--- src/rtl/cnn_pkg.sv ---
// Shared constants and types for the convolution window generator.
package cnn_pkg;

  localparam int DATA_WIDTH = 16;
  localparam int KERNEL     = 5;
  localparam int MAX_IMG    = 32;
  localparam int SIZE_W     = 6;

  typedef logic [DATA_WIDTH-1:0] pixel_t;

  // Element (r,c) sits at index r*KERNEL+c, so the flat vector matches the conv datapath layout.
  typedef pixel_t [KERNEL*KERNEL-1:0] window_t;

  typedef enum logic [1:0] {
    IDLE,
    FILL,
    DRAIN,
    DONE
  } wg_state_t;

endpackage

--- src/rtl/conv_window_gen_if.sv ---
// Control, pixel-in and window-out signals of the window generator.
// stride2 only exists when CONV_WINDOW_STRIDE_EN is defined.
interface conv_window_gen_if #(
  parameter int SIZE_W = cnn_pkg::SIZE_W
);
  import cnn_pkg::*;

  logic              start;
  logic [SIZE_W-1:0] img_size;
`ifdef CONV_WINDOW_STRIDE_EN
  logic              stride2;
`endif
  logic              in_valid;
  pixel_t            in_data;
  logic              in_ready;
  logic              win_valid;
  window_t           win_data;
  logic              win_ready;
  logic              busy;
  logic              done;

  modport master (
`ifdef CONV_WINDOW_STRIDE_EN
    output stride2,
`endif
    output start, img_size, in_valid, in_data, win_ready,
    input  in_ready, win_valid, win_data, busy, done
  );

  modport slave (
`ifdef CONV_WINDOW_STRIDE_EN
    input  stride2,
`endif
    input  start, img_size, in_valid, in_data, win_ready,
    output in_ready, win_valid, win_data, busy, done
  );

endinterface

--- src/rtl/conv_line_buffer.sv ---
// One image row of delay: a circular buffer whose wrap point is the run-time row length.
// The output is the pixel written exactly len_i advances earlier.
module conv_line_buffer
  import cnn_pkg::*;
#(
  parameter int MAX_IMG = cnn_pkg::MAX_IMG,
  parameter int SIZE_W  = cnn_pkg::SIZE_W
) (
  input  logic              clk,
  input  logic              rst_n,
  input  logic              clear_i,
  input  logic              adv_i,
  input  logic [SIZE_W-1:0] len_i,
  input  pixel_t            din_i,
  output pixel_t            dout_o
);

  localparam int AW = (MAX_IMG > 1) ? $clog2(MAX_IMG) : 1;

  pixel_t            mem [MAX_IMG];
  logic [SIZE_W-1:0] ptr_q, ptr_d;

  assign dout_o = mem[ptr_q[AW-1:0]];

  // Pointer steps once per accepted pixel and wraps at the current row length.
  always_comb begin
    ptr_d = ptr_q;
    if (clear_i) begin
      ptr_d = '0;
    end else if (adv_i) begin
      ptr_d = (ptr_q == len_i - SIZE_W'(1)) ? '0 : ptr_q + SIZE_W'(1);
    end
  end

  // Pointer register; contents of the row memory are never reset.
  always_ff @(posedge clk or negedge rst_n) begin
    if (!rst_n) begin
      ptr_q <= '0;
    end else begin
      ptr_q <= ptr_d;
    end
  end

  // Old pixel is read out and the new one overwrites it in the same slot.
  always_ff @(posedge clk) begin
    if (adv_i) begin
      mem[ptr_q[AW-1:0]] <= din_i;
    end
  end

endmodule

--- src/rtl/conv_window_gen.sv ---
// Streaming KERNEL x KERNEL sliding-window generator (stride 1, no padding).
// Optional CONV_WINDOW_STRIDE_EN adds a stride2 control that keeps only even-origin windows.
module conv_window_gen
  import cnn_pkg::*;
#(
  parameter int MAX_IMG = cnn_pkg::MAX_IMG,
  parameter int SIZE_W  = cnn_pkg::SIZE_W
) (
  input logic              clk,
  input logic              rst_n,
  conv_window_gen_if.slave wg
);

  localparam logic [SIZE_W-1:0] KSZ  = SIZE_W'(KERNEL);
  localparam logic [SIZE_W-1:0] KM1  = SIZE_W'(KERNEL - 1);
  localparam logic [SIZE_W-1:0] MAXN = SIZE_W'(MAX_IMG);

  wg_state_t         state_q, state_d;
  logic [SIZE_W-1:0] n_q, n_d, row_q, row_d, col_q, col_d;
  logic              stride_q, stride_d, stride_start;
  logic              win_valid_q, win_valid_d;
  window_t           win_q, win_d;

  logic              in_ready, accept, frame_start, size_ok;
  logic              last_col, last_pix, emit;
  pixel_t            col_px [KERNEL];
  pixel_t            lb_out [KERNEL-1];

`ifdef CONV_WINDOW_STRIDE_EN
  assign stride_start = wg.stride2;
`else
  assign stride_start = 1'b0;
`endif

  assign frame_start = (state_q == IDLE) && wg.start;
  assign size_ok     = (wg.img_size >= KSZ) && (wg.img_size <= MAXN);
  assign in_ready    = (state_q == FILL) && (!win_valid_q || wg.win_ready);
  assign accept      = wg.in_valid && in_ready;
  assign last_col    = (col_q == n_q - SIZE_W'(1));
  assign last_pix    = last_col && (row_q == n_q - SIZE_W'(1));

  // The origin is (row-KERNEL+1, col-KERNEL+1), so its parity follows from bit 0 of row/col.
  assign emit = (row_q >= KM1) && (col_q >= KM1) &&
                (!stride_q || ((row_q[0] == KM1[0]) && (col_q[0] == KM1[0])));

  // Chain of row delays: stage k delivers the pixel k+1 rows above the incoming one.
  for (genvar k = 0; k < KERNEL - 1; k++) begin : g_lb
    pixel_t lb_in;
    if (k == 0) begin : g_head
      assign lb_in = wg.in_data;
    end else begin : g_tail
      assign lb_in = lb_out[k-1];
    end
    conv_line_buffer #(
      .MAX_IMG (MAX_IMG),
      .SIZE_W  (SIZE_W)
    ) u_lb (
      .clk     (clk),
      .rst_n   (rst_n),
      .clear_i (frame_start),
      .adv_i   (accept),
      .len_i   (n_q),
      .din_i   (lb_in),
      .dout_o  (lb_out[k])
    );
  end

  // Assemble the incoming column (oldest row on top) and shift it into the window.
  always_comb begin
    col_px[KERNEL-1] = wg.in_data;
    for (int k = 0; k < KERNEL - 1; k++) begin
      col_px[KERNEL-2-k] = lb_out[k];
    end
    win_d = win_q;
    if (accept) begin
      for (int r = 0; r < KERNEL; r++) begin
        for (int c = 0; c < KERNEL - 1; c++) begin
          win_d[r*KERNEL+c] = win_q[r*KERNEL+c+1];
        end
        win_d[r*KERNEL+KERNEL-1] = col_px[r];
      end
    end
  end

  // Counters, latched frame settings and the window-valid flag.
  always_comb begin
    n_d         = n_q;
    stride_d    = stride_q;
    row_d       = row_q;
    col_d       = col_q;
    win_valid_d = win_valid_q;
    if (frame_start) begin
      n_d      = wg.img_size;
      stride_d = stride_start;
      row_d    = '0;
      col_d    = '0;
    end else if (accept) begin
      if (last_col) begin
        col_d = '0;
        row_d = row_q + SIZE_W'(1);
      end else begin
        col_d = col_q + SIZE_W'(1);
      end
    end
    if (accept) begin
      win_valid_d = emit;
    end else if (wg.win_ready) begin
      win_valid_d = 1'b0;
    end
  end

  // Next-state logic for the frame sequencer.
  always_comb begin
    state_d = state_q;
    unique case (state_q)
      IDLE:    if (wg.start) state_d = size_ok ? FILL : DONE;
      FILL:    if (accept && last_pix) state_d = DRAIN;
      DRAIN:   if (!win_valid_q || wg.win_ready) state_d = DONE;
      DONE:    state_d = IDLE;
      default: state_d = IDLE;
    endcase
  end

  // State and datapath registers.
  always_ff @(posedge clk or negedge rst_n) begin
    if (!rst_n) begin
      state_q     <= IDLE;
      n_q         <= '0;
      stride_q    <= 1'b0;
      row_q       <= '0;
      col_q       <= '0;
      win_valid_q <= 1'b0;
      win_q       <= '0;
    end else begin
      state_q     <= state_d;
      n_q         <= n_d;
      stride_q    <= stride_d;
      row_q       <= row_d;
      col_q       <= col_d;
      win_valid_q <= win_valid_d;
      win_q       <= win_d;
    end
  end

  // Outputs decoded from state and registers.
  always_comb begin
    wg.in_ready  = in_ready;
    wg.win_valid = win_valid_q;
    wg.win_data  = win_q;
    wg.busy      = (state_q != IDLE);
    wg.done      = (state_q == DONE);
  end

endmodule

--- src/flat_wrapper.sv ---
// flat-port wrapper written by rule: the top's interface ports become plain ports
module conv_window_gen_flat import cnn_pkg::*;
#(
  parameter int MAX_IMG = cnn_pkg::MAX_IMG,
  parameter int SIZE_W  = cnn_pkg::SIZE_W
)
  (clk, rst_n, wg_start, wg_img_size, wg_in_valid, wg_in_data, wg_win_ready, wg_in_ready, wg_win_valid, wg_win_data, wg_busy, wg_done);
  conv_window_gen_if #(.SIZE_W(SIZE_W)) wg_i ();
  input logic clk;
  input logic rst_n;
  input wire logic [$bits(wg_i.start)-1:0] wg_start;
  input wire logic [$bits(wg_i.img_size)-1:0] wg_img_size;
  input wire logic [$bits(wg_i.in_valid)-1:0] wg_in_valid;
  input wire logic [$bits(wg_i.in_data)-1:0] wg_in_data;
  input wire logic [$bits(wg_i.win_ready)-1:0] wg_win_ready;
  output wire logic [$bits(wg_i.in_ready)-1:0] wg_in_ready;
  output wire logic [$bits(wg_i.win_valid)-1:0] wg_win_valid;
  output wire logic [$bits(wg_i.win_data)-1:0] wg_win_data;
  output wire logic [$bits(wg_i.busy)-1:0] wg_busy;
  output wire logic [$bits(wg_i.done)-1:0] wg_done;
  assign wg_i.start = wg_start;
  assign wg_i.img_size = wg_img_size;
  assign wg_i.in_valid = wg_in_valid;
  assign wg_i.in_data = wg_in_data;
  assign wg_i.win_ready = wg_win_ready;
  assign wg_in_ready = wg_i.in_ready;
  assign wg_win_valid = wg_i.win_valid;
  assign wg_win_data = wg_i.win_data;
  assign wg_busy = wg_i.busy;
  assign wg_done = wg_i.done;
  conv_window_gen #(.MAX_IMG(MAX_IMG), .SIZE_W(SIZE_W)) u_core (.clk(clk), .rst_n(rst_n), .wg(wg_i));
endmodule
--- config.mk ---
export PLATFORM = sky130hd
export DESIGN_NAME = conv_window_gen_flat
export DESIGN_NICKNAME = d
export VERILOG_FILES = /design/src/rtl/cnn_pkg.sv /design/src/rtl/conv_window_gen_if.sv /design/src/rtl/conv_line_buffer.sv /design/src/rtl/conv_window_gen.sv /design/src/flat_wrapper.sv
export SDC_FILE = /design/constraint.sdc
export NUM_CORES = 2
export LEC_CHECK = 0
export BUFFER_PORTS_ARGS = -buffer_cell sky130_fd_sc_hd__buf_2
export CAP_MARGIN = 20
export CORE_UTILIZATION = 30
export DETAILED_ROUTE_END_ITERATION = 10
export PLACE_DENSITY_LB_ADDON = 0.05
export SETUP_SLACK_MARGIN = 0.5
export SLEW_MARGIN = 20
export SYNTH_ARGS = -nofsm -noshare
export SYNTH_HDL_FRONTEND = slang
export SYNTH_SLANG_ARGS = --single-unit
--- constraint.sdc ---
create_clock -name clk -period 5.7 [get_ports clk]
set_input_delay 0.57 -clock clk [delete_from_list [all_inputs] [get_ports clk]]
set_output_delay 0.57 -clock clk [all_outputs]
set_load 0.01 [all_outputs]
==> impl_metrics.env <==
export IMPL_place_congestion=0.776
export IMPL_synth_top_family_by_area="multiplexers"
export IMPL_setup_violations=0
export IMPL_max_freq_ghz=0.272
export IMPL_cts_resized=0
export IMPL_fin_tns_setup_ns=0
export IMPL_syn_mean_instance_area_um2=17.8
export IMPL_cp_max_fo=35
export IMPL_wl_um=299000
export IMPL_post_cts_setup_buffer_count=0
export IMPL_start_kind="flop"
export IMPL_synth_edf_count=2048
export IMPL_final_hold_viol_count=0
export IMPL_min_period_ns=3.68
export IMPL_root_buffer="clkbuf_16"
export IMPL_synth_nets=5417
export IMPL_yosysWarnings=0
export IMPL_grt_ovfl_total=0
export IMPL_period_share=0.646
export IMPL_io_pins=431
export IMPL_synth_area_um2=95600
export IMPL_synthAdderAreaFrac=0.00361
export IMPL_io_buffers=430
export IMPL_final_util=0.357
export IMPL_dp_hpwl_um=189000
export IMPL_vias=50515
export IMPL_rows=206
export IMPL_die_w_um=567
export IMPL_grt_pass1_vias=52460
export IMPL_syn_to_final_growth_pct=18.2
export IMPL_syn_instance_count=5364
export IMPL_cts_sinks=2493
export IMPL_start_util=0.303
export IMPL_worstPathArrival_ns=4.25
export IMPL_htreeDepth=5
export IMPL_cp_slowest_stage_delay_ns=0.90
export IMPL_cap_violations=0
export IMPL_drv_slew=0
export IMPL_antenna_found_initial=14
export IMPL_slew_headroom=0.252
export IMPL_setup_worst_path_end_class="flop"
export IMPL_clock_latency_ns=0.89
export IMPL_ir_drop_uv=428
export IMPL_power_leakage_nw=39.8
export IMPL_synthXorXnorAreaFrac=0.00445
export IMPL_synth_distinct_cells=66
export IMPL_worstSetupPathType="reg2reg"
export IMPL_holdCritPathClass="in2reg"
export IMPL_synth_main_ff_cell="edfxtp_1"
export IMPL_synth_simple_area_share=0.0668
export IMPL_grt_first_pass_wirelength_um=422000
export IMPL_hold_start="wg_img_size[0]"
export IMPL_critPathRequiredTime_ns=6.27
export IMPL_drt_wirelength_per_cell_um=28.7
export IMPL_worst_slew_pin_slew_ns=1.12
export IMPL_r2r_start="u_core.g_lb[2].u_lb.ptr_q[0]"
export IMPL_synth_compound_area_share=0.0279
export IMPL_grt_start_max_net_pins=196
export IMPL_cp_cell_sequence="buf_12 -> mux4_2 -> a22oi_1 -> nand4_1 -> buf_4"
export IMPL_critPathLaunch="u_core.g_lb[2].u_lb.ptr_q[0]"
export IMPL_fp_dieH_um=567
export IMPL_clk_pin_slew_ns=0.06
export IMPL_final_common_cell="edfxtp_1"
export IMPL_finClkSkew_ns=0.0495
export IMPL_seq_area_frac_synth=0.760
export IMPL_drc_errors=0
export IMPL_slowest_stage="dfrtp_4"
export IMPL_path_delay_family="flip-flops"
export IMPL_drt_antenna_violating_nets=0
export IMPL_power_density_nw_per_um2=510
export IMPL_cts_tree="yes"
export IMPL_synthArstFlopShare=0.178
export IMPL_grt_use_total=0.184
export IMPL_nets=6060
export IMPL_vias_per_cell=4.86
export IMPL_core_um2=316000
export IMPL_cp_num_buf_inv=2
export IMPL_drtIter0Drc=3999
export IMPL_layout_common_cells="edfxtp_1, nand2_1, mux4_2"
export IMPL_cts_made_buffers=288
export IMPL_fillers=29841
export IMPL_dieArea_um2=321000
export IMPL_ys_ff_latch=2493
export IMPL_first_pass_iters=7
export IMPL_rsz0062_at_grt="no"
export IMPL_muxShareOfSynthArea=0.124
export IMPL_status="complete, no violations"
export IMPL_cts_buffer_depth=4
export IMPL_layout_drive_gt1_share=0.264
-- worst reg2reg max path: cells and delay by family (launching register included) --
family	cells	cell delay (ns)
multiplexers	1	0.58
flip-flops	1	0.90
buffers and inverters	2	0.80
AND/OR/NAND/NOR	1	0.34
AO/OA/AOI/OAI	1	0.73
-- state kept, by name (all words and copies together), names as in the netlist --
register and count:
u_core.col_q 6, u_core.g_lb.u_lb.mem 2048, u_core.g_lb.u_lb.ptr_q 24, u_core.n_q 6, u_core.row_q 6, u_core.state_q 2, u_core.wg.win_data 400, u_core.wg.win_valid 1
-- cells in the mapped netlist (all sizes together) (2+ instances only) --
| cell | number | area share |
|---|---|---|
| a211o | 3 | 0.00027 |
| nor3 | 23 | 0.0013 |
| o21ai | 47 | 0.0025 |
| nand2b | 8 | 0.00052 |
| mux2 | 2 | 0.00024 |
| a311oi | 4 | 0.00037 |
| or3b | 4 | 0.00037 |
| xor2 | 17 | 0.0016 |
| or4 | 4 | 0.00031 |
| clkbuf | 205 | 0.0084 |
| mux2i | 28 | 0.0029 |
| or3 | 9 | 0.00064 |
| nand3b | 7 | 0.00055 |
| and2 | 17 | 0.0011 |
| a221oi | 11 | 0.0010 |
| nor2 | 147 | 0.0058 |
| o221a | 11 | 0.0013 |
| nor4 | 5 | 0.00048 |
| maj3 | 2 | 0.00021 |
| o211ai | 9 | 0.00071 |
| nand3 | 39 | 0.0021 |
| a21oi | 20 | 0.0010 |
| o221ai | 2 | 0.00018 |
| buf | 92 | 0.0044 |
| or2 | 6 | 0.00039 |
| ha | 26 | 0.0034 |
| o31ai | 8 | 0.00063 |
| dfrtp | 445 | 0.12 |
| nor3b | 8 | 0.00068 |
| a22oi | 200 | 0.016 |
| a31oi | 8 | 0.00052 |
| nand4 | 51 | 0.0033 |
| o22ai | 2 | 0.00013 |
| mux4 | 512 | 0.12 |
| a211oi | 6 | 0.00047 |
| o22a | 4 | 0.00037 |
| edfxtp | 2048 | 0.64 |
| a22o | 20 | 0.0018 |
| and3 | 7 | 0.00048 |
| and3b | 4 | 0.00037 |
| inv | 24 | 0.00094 |
| xnor2 | 29 | 0.0027 |
| nand2 | 1227 | 0.048 |
-- final cells by class --
class	instances	area [um2]	share of cell area
inverters	25	93.8	0.000831
clock buffers	387	7880	0.0697
well taps	4160	5200	0.0461
diodes	8	20.0	0.000177
flip-flops and latches	2493	72700	0.643
repair buffers	650	4010	0.0355
clock inverters	125	1220	0.0108
multi-input cells	2549	21900	0.194
-- metrics by stage --
step | setup WS (ns) | total power, mW | instance area, um2 | hold WS, ns | cells
global route | 1.84 | 60.2 | 113000 | 0.0407 | 10390
floorplan | 2.74 | 32.6 | 95600 | 0.274 | 5364
CTS | 1.95 | 58.7 | 113000 | 0.00126 | 10387
detailed placement | 1.77 | 40.3 | 104000 | 0.456 | 9870
global placement | 1.82 | 40.2 | 104000 | 0.455 | 9870
finish | 2.02 | 57.6 | 113000 | 0.0766 | 10397
-- kinds of logic (layout without fill, tap and decap cells) --
| family | after synthesis | count (layout) |
|---|---|---|
| AOI/OAI and AO/OA | 364 | 364 |
| xor gates and xnor gates | 47 | 47 |
| adders and majority gates | 28 | 28 |
| buffers and inverters | 322 | 1187 |
| DFF | 2493 | 2493 |
| muxes | 542 | 542 |
| other | 0 | 8 |
| and+or+nand+nor | 1568 | 1568 |
-- final timing paths --
path                                                  endpoint  slack, ns  cells past startpoint
worst min register to register         u_core.wg.win_data[245]       0.47                      2
min in group asynchronous              u_core.wg.win_data[107]       0.33                      2
worst max register to register  u_core.g_lb[3].u_lb.mem[28][7]       2.02                      5
worst min-delay path                             u_core.n_q[0]       0.08                      3
worst max-delay path            u_core.g_lb[3].u_lb.mem[28][7]       2.02                      5
max in group asynchronous              u_core.wg.win_data[264]       3.94                      3
-- repair_timing --
item	4_1_cts	5_1_grt
hold buffers	5	0
hold endpoints to repair	83	0
setup endpoints to repair	0	0
-- report_power, final --
| part | total, mW | switching, mW | internal, mW |
|---|---|---|---|
| sequential | 25.2 | 1.91 | 23.3 |
| clock | 18.1 | 7.51 | 10.6 |
| combinational | 14.2 | 9.42 | 4.78 |
| total | 57.6 | 18.8 | 38.7 |
-- layer usage --
| metal | vias up | GRT usage | share of wire |
|---|---|---|---|
| met5 | - | 0 | 0 |
| met4 | 0 | 0.0370 | 0.018 |
| met3 | 316 | 0.0344 | 0.051 |
| met2 | 1149 | 0.303 | 0.49 |
| met1 | 27023 | 0.253 | 0.45 |
| li1 | 22027 | - | - |
(Power assumes the default switching activity.)
